--- config.mk ---
export PLATFORM = sky130hd
export DESIGN_NAME = fx68_bus_ctrl
export DESIGN_NICKNAME = d
export VERILOG_FILES = /design/src/rtl/fx68_bus_ctrl.sv
export SDC_FILE = /design/constraint.sdc
export NUM_CORES = 1
export LEC_CHECK = 0
export CAP_MARGIN = 20
export CORE_MARGIN = 1
export CORE_UTILIZATION = 30
export DETAILED_ROUTE_END_ITERATION = 7
export PLACE_DENSITY = 0.65
export SLEW_MARGIN = 40
export SYNTH_ARGS = -nofsm -noshare
export SYNTH_HDL_FRONTEND = slang
export SYNTH_SLANG_ARGS = --single-unit
--- constraint.sdc ---
create_clock -name clk -period 3.2 [get_ports clk]
set_clock_uncertainty 0.05 [all_clocks]
set_input_delay 0.32 -clock clk [delete_from_list [all_inputs] [get_ports clk]]
set_output_delay 0.32 -clock clk [all_outputs]
set_load 0.02 [all_outputs]
--- src/rtl/fx68_bus_ctrl.sv ---
// fx68k bus controller: Phi1/Phi2 enables, region decode, wait-state/ready
// handling, DTACKn/BERRn generation and registered read-data return.
module fx68_bus_ctrl #(
  parameter int                  C_SLOWDOWN      = 2,
  parameter int                  C_REGIONS       = 4,
  parameter int                  C_SEL_HI        = 17,
  parameter int                  C_SEL_LO        = 15,
  parameter int                  C_WAIT_BITS     = 4,
  parameter logic [C_REGIONS-1:0] C_EXT_MASK     = '0,
  parameter int                  C_TIMEOUT       = 255,
  parameter bit                  C_BERR_UNMAPPED = 1'b1
) (
  input  logic                             clk,
  input  logic                             reset,
  output logic                             phi1,
  output logic                             phi2,
  input  logic                             cpu_as_n,
  input  logic                             cpu_rw,
  input  logic                             cpu_uds_n,
  input  logic                             cpu_lds_n,
  input  logic [22:0]                      cpu_a,
  input  logic [C_REGIONS*C_WAIT_BITS-1:0] wait_cfg,
  input  logic [C_REGIONS-1:0]             ext_ready,
  input  logic [C_REGIONS*16-1:0]          slave_dout,
  output logic [C_REGIONS-1:0]             sel,
  output logic                             rd_stb,
  output logic                             wr_stb,
  output logic [1:0]                       be,
  output logic [15:0]                      cpu_din,
  output logic                             dtack_n,
  output logic                             berr_n,
  output logic                             busy
);

  localparam int SELW = C_SEL_HI - C_SEL_LO + 1;
  localparam int RIW  = (C_REGIONS > 1) ? $clog2(C_REGIONS) : 1;
  localparam int NPAD = 1 << RIW;
  localparam int TW   = $clog2(C_TIMEOUT + 1);
  localparam logic [TW-1:0] TMO_MAX = TW'(C_TIMEOUT);

  localparam logic [1:0] S_IDLE = 2'd0;
  localparam logic [1:0] S_WAIT = 2'd1;
  localparam logic [1:0] S_ACK  = 2'd2;
  localparam logic [1:0] S_BERR = 2'd3;

  logic                   r_phi1, r_phi2;
  logic [1:0]             r_state;
  logic [RIW-1:0]         r_idx;
  logic                   r_rw;
  logic                   r_armed;
  logic [1:0]             r_be;
  logic [C_REGIONS-1:0]   r_sel;
  logic                   r_rd_stb, r_wr_stb;
  logic [C_WAIT_BITS-1:0] r_wcnt;
  logic [TW-1:0]          r_tmo;
  logic [15:0]            r_din;
  logic                   r_dtack_n, r_berr_n;

  logic [SELW-1:0]        w_sel_fld;
  logic [RIW-1:0]         w_ridx;
  logic                   w_mapped;
  logic [TW-1:0]          w_tmo_nxt;
  logic                   w_tmo_hit;
  logic [C_WAIT_BITS-1:0] w_wcfg  [NPAD];
  logic [15:0]            w_sdout [NPAD];
  logic [NPAD-1:0]        w_rdy;
  logic                   w_unused_a;

  // Phi enables: divided counter, or a plain toggle when running full speed.
  if (C_SLOWDOWN > 0) begin : g_phi_div
    localparam int HALF = 1 << (C_SLOWDOWN - 1);
    logic [C_SLOWDOWN-1:0] r_pcnt;
    always_ff @(posedge clk or posedge reset) begin
      if (reset) begin
        r_pcnt <= '0;
        r_phi1 <= 1'b0;
        r_phi2 <= 1'b0;
      end else begin
        r_pcnt <= r_pcnt + C_SLOWDOWN'(1);
        r_phi1 <= (r_pcnt == '0);
        r_phi2 <= (r_pcnt == C_SLOWDOWN'(HALF));
      end
    end
  end else begin : g_phi_tog
    always_ff @(posedge clk or posedge reset) begin
      if (reset) begin
        r_phi1 <= 1'b0;
        r_phi2 <= 1'b0;
      end else begin
        r_phi1 <= ~r_phi1;
        r_phi2 <= r_phi1;
      end
    end
  end

  // Per-region views padded to a power of two so the index never runs off the end.
  for (genvar g = 0; g < NPAD; g++) begin : g_reg
    if (g < C_REGIONS) begin : g_map
      assign w_wcfg[g]  = wait_cfg[g*C_WAIT_BITS +: C_WAIT_BITS];
      assign w_sdout[g] = slave_dout[g*16 +: 16];
      assign w_rdy[g]   = ~C_EXT_MASK[g] | ext_ready[g];
    end else begin : g_pad
      assign w_wcfg[g]  = '0;
      assign w_sdout[g] = '0;
      assign w_rdy[g]   = 1'b0;
    end
  end

  assign w_sel_fld  = cpu_a[C_SEL_HI:C_SEL_LO];
  assign w_ridx     = w_sel_fld[RIW-1:0];
  assign w_mapped   = (int'(w_sel_fld) < C_REGIONS);
  assign w_unused_a = ^cpu_a;

  assign w_tmo_nxt = (r_phi1 && (r_tmo != TMO_MAX)) ? r_tmo + TW'(1) : r_tmo;
  assign w_tmo_hit = (w_tmo_nxt == TMO_MAX);

  always_ff @(posedge clk or posedge reset) begin
    if (reset) begin
      r_state   <= S_IDLE;
      r_idx     <= '0;
      r_rw      <= 1'b1;
      r_armed   <= 1'b1;
      r_be      <= '0;
      r_sel     <= '0;
      r_rd_stb  <= 1'b0;
      r_wr_stb  <= 1'b0;
      r_wcnt    <= '0;
      r_tmo     <= '0;
      r_din     <= '0;
      r_dtack_n <= 1'b1;
      r_berr_n  <= 1'b1;
    end else begin
      r_rd_stb <= 1'b0;
      r_wr_stb <= 1'b0;
      // A new cycle is only taken once AS has been seen released.
      if (cpu_as_n) r_armed <= 1'b1;
      case (r_state)
        S_IDLE: begin
          if (!cpu_as_n && r_armed) begin
            r_armed <= 1'b0;
            if (w_mapped) begin
              r_idx    <= w_ridx;
              r_rw     <= cpu_rw;
              r_be     <= {~cpu_uds_n, ~cpu_lds_n};
              r_sel    <= C_REGIONS'(1) << w_ridx;
              r_rd_stb <= cpu_rw;
              r_wr_stb <= ~cpu_rw;
              r_wcnt   <= w_wcfg[w_ridx];
              r_tmo    <= '0;
              r_state  <= S_WAIT;
            end else if (C_BERR_UNMAPPED) begin
              r_berr_n <= 1'b0;
              r_state  <= S_BERR;
            end else begin
              r_din     <= 16'hFFFF;
              r_dtack_n <= 1'b0;
              r_state   <= S_ACK;
            end
          end
        end
        S_WAIT: begin
          if (cpu_as_n) begin
            r_sel   <= '0;
            r_state <= S_IDLE;
          end else begin
            r_tmo <= w_tmo_nxt;
            if (r_phi1 && (r_wcnt != '0)) r_wcnt <= r_wcnt - C_WAIT_BITS'(1);
            // Timeout beats a ready arriving on the same edge.
            if (w_tmo_hit) begin
              r_berr_n <= 1'b0;
              r_state  <= S_BERR;
            end else if ((r_wcnt == '0) && w_rdy[r_idx]) begin
              if (r_rw) r_din <= w_sdout[r_idx];
              r_dtack_n <= 1'b0;
              r_state   <= S_ACK;
            end
          end
        end
        S_ACK: begin
          if (cpu_as_n) begin
            r_dtack_n <= 1'b1;
            r_sel     <= '0;
            r_state   <= S_IDLE;
          end
        end
        S_BERR: begin
          if (cpu_as_n) begin
            r_berr_n <= 1'b1;
            r_sel    <= '0;
            r_state  <= S_IDLE;
          end
        end
        default: r_state <= S_IDLE;
      endcase
    end
  end

  assign phi1    = r_phi1;
  assign phi2    = r_phi2;
  assign sel     = r_sel;
  assign rd_stb  = r_rd_stb;
  assign wr_stb  = r_wr_stb;
  assign be      = r_be;
  assign cpu_din = r_din;
  assign dtack_n = r_dtack_n;
  assign berr_n  = r_berr_n;
  assign busy    = (r_state != S_IDLE);

endmodule

==> flow_summary.json <==
{
  "outcome": "completed",
  "drv_cap": 0,
  "power-per-cell-area_nw_per_um2": 637,
  "yosysTopAreaCell": "dfrtp_1",
  "fmax_mhz": 357,
  "grt_start_max_net_pins": 49,
  "syn_avg_cell_area_um2": 11.3,
  "synth-edff-count": 0,
  "leakage_nw": 1.76,
  "slew_violations": 0,
  "synth_fp_nets": 367,
  "synth_area_leaders": "dfrtp_1 39%, mux4_2 16%, mux2_4 5.3%, nand2_1 4.9%, dfstp_2 3.7%",
  "antenna_left": 0,
  "highest_layer": "met4",
  "drive_gt1_frac": 0.163,
  "wl_met3_um": 271,
  "start_util": 0.308,
  "worst_pin_slew_ns": 0.785,
  "post-route-drc-count": 0,
  "route.vias.total": 2364,
  "rrSetupSlack_ns": 0.40,
  "clkSinkCount": 48,
  "grt-ovfl-total": 0,
  "r2r_cells": 7,
  "tns_ns": 0,
  "die_h_um": 99.2,
  "grt_use_total": 0.150,
  "met1_length_mm": 3.06,
  "port_buffers": 117,
  "dp_hpwl_mm": 5.50,
  "n_antenna_cell": 0,
  "relSlewSlack": 0.476,
  "grt_pass1_vias": 2446,
  "cp-start-kind": "register",
  "area_growth_pct": 47.3,
  "cts_buffer_depth": 2,
  "place_congestion": 0.802,
  "endpoint_kind": "register",
  "grt_pass1_wl_mm": 11.8,
  "ys_warn_count": 0,
  "required_ns": 3.34,
  "critPathCapture": "cpu_din[7]",
  "r2r-end": "cpu_din[7]",
  "wl_per_cell_um": 15.1,
  "crit_arrival_ns": 2.94,
  "finalSetupViolCount": 0,
  "cts_setup_buffers": 0,
  "clock_latency_ns": 0.30,
  "min_period_ns": 2.80,
  "synth.top_cell.area_share": 0.388,
  "synth_seq_cells": 48,
  "cts_max_level": 2,
  "fin_crit_sh": 0.876,
  "fin_nets": 478,
  "synth_ff_type": "dfrtp_1",
  "die_w_um": 99.2,
  "yosysMostFrequentCell": "dfrtp_1",
  "ys_types": 48,
  "path_clk_slew_ns": 0.09,
  "hold_viol": 0,
  "path_max_fanout": 16,
  "fill_cells": 882,
  "placed_cells": 465,
  "cts_inserted_buffers": 5,
  "core-area_um2": 9200,
  "drtPass1Iterations": 4,
  "cts_root_buf": "clkbuf_8",
  "cts_tree": "built",
  "setup.worst_path.start": "r_tmo[0]",
  "rows": 35,
  "path_class": "register to register",
  "hp-class": "register to register",
  "rsz0062_at_grt": "no",
  "yosysSeqAreaShare": 0.425,
  "wl_met2_mm": 3.75,
  "irDropWorstVdd_uv": 340,
  "antenna_found_initial": 0,
  "postSynthCellCount": 250,
  "viasPerCell": 5.00,
  "stdcell_count": 473,
  "dieArea_um2": 9850,
  "wl_mm": 7.14,
  "synthArstFlopShare": 1.00,
  "cts_resized": 0,
  "holdBufCountCts": 0,
  "drt_iter0_markers": 82,
  "ys_top_cells_by_count": "44 x dfrtp_1, 37 x nand2_1, 20 x mux4_2",
  "reg2reg_from": "r_tmo[0]",
  "io-pin-count": 142,
  "syn-cell-area_um2": 2840
}
-- area by class of cell --
| type | instances | area [µm²] | area share |
|---|---|---|---|
| flip-flops and latches | 48 | 1210 | 0.289 |
| multi-input cells | 176 | 1500 | 0.359 |
| inverters | 9 | 36.3 | 0.00868 |
| clock buffers | 6 | 82.6 | 0.0198 |
| repair buffers | 121 | 1200 | 0.287 |
| clock inverters | 2 | 13.8 | 0.00329 |
| well taps | 111 | 139 | 0.0332 |
-- cells by family (layout without fill, tap and decap cells) --
kind of cell / count (synthesis) / count (layout) / share of synthesized area
multiplexers: 37 / 37 / 0.240
AO/OA/AOI/OAI: 51 / 51 / 0.118
adder cells (fa/ha/maj): 4 / 4 / 0.0176
buffers and inverters: 26 / 138 / 0.0459
AND/OR/NAND/NOR: 84 / 84 / 0.153
flip-flops: 48 / 48 / 0.425
-- sequential cells by signal, indices dropped and copies added (netlist names), 2 cells and up --
name              count
be                    2
g_phi_div.r_pcnt      2
r_idx                 2
r_state               2
sel                   4
cpu_din              16
r_tmo                 8
r_wcnt                4
-- stage by stage --
step | area, µm² | hold slack (ns) | total power, mW | setup WS, ns | util
4_1_cts | 4180 | 0.384 | 2.70 | 0.376 | 0.454
6_report | 4180 | 0.381 | 2.66 | 0.397 | 0.454
3_3_place_gp | 4080 | 0.361 | 2.27 | 0.414 | 0.444
3_5_place_dp | 4080 | 0.370 | 2.30 | 0.383 | 0.444
5_1_grt | 4180 | 0.419 | 2.83 | 0.226 | 0.454
2_1_floorplan | 2840 | 0.336 | 1.76 | 0.764 | -
-- worst min-delay path by stage --
| stage | start | end | slack [ns] | depth (start not counted) |
|---|---|---|---|---|
| floorplan | cpu_rw | wr_stb | 0.34 | 1 |
| detailed placement | g_phi_div.r_pcnt[0] | g_phi_div.r_pcnt[0] | 0.37 | 1 |
| global route | g_phi_div.r_pcnt[0] | g_phi_div.r_pcnt[0] | 0.42 | 1 |
| CTS | g_phi_div.r_pcnt[0] | g_phi_div.r_pcnt[0] | 0.38 | 1 |
| global placement | g_phi_div.r_pcnt[0] | g_phi_div.r_pcnt[0] | 0.36 | 1 |
| finish | g_phi_div.r_pcnt[0] | g_phi_div.r_pcnt[0] | 0.38 | 1 |
-- cells in the final DEF, fill, tap and decap left out, drive strengths merged, types with 5 or more instances in the layout --
| cell | instances |
|---|---|
| a31oi | 5 |
| clkbuf | 6 |
| a21oi | 10 |
| nand3 | 10 |
| clkdlybuf4s50 | 117 |
| nand2b | 6 |
| o21ai | 15 |
| mux2 | 16 |
| mux4 | 20 |
| nor2 | 8 |
| nor3 | 5 |
| inv | 10 |
| nand2 | 39 |
| dfrtp | 44 |
-- metal layers --
layer | vias up | track usage
li1 | 1152 | -
met1 | 1151 | 0.198
met2 | 57 | 0.255
met3 | 4 | 0.0239
met4 | 0 | 0.0396
met5 | - | 0
-- where the power goes --
group	switching, mW	internal (mW)
sequential	0.168	0.806
clock	0.211	0.177
combinational	0.571	0.728
total	0.950	1.71
-- worst max-delay path, cell delays in order, from the launching register on --
cell and delay [ns]:
dfrtp_1 0.46, ha_1 0.32, buf_4 0.19, o31a_1 0.29, o22a_1 0.23, nor4_4 0.37
nand4b_4 0.40, mux2_2 0.38
(Power assumes the default switching activity.)
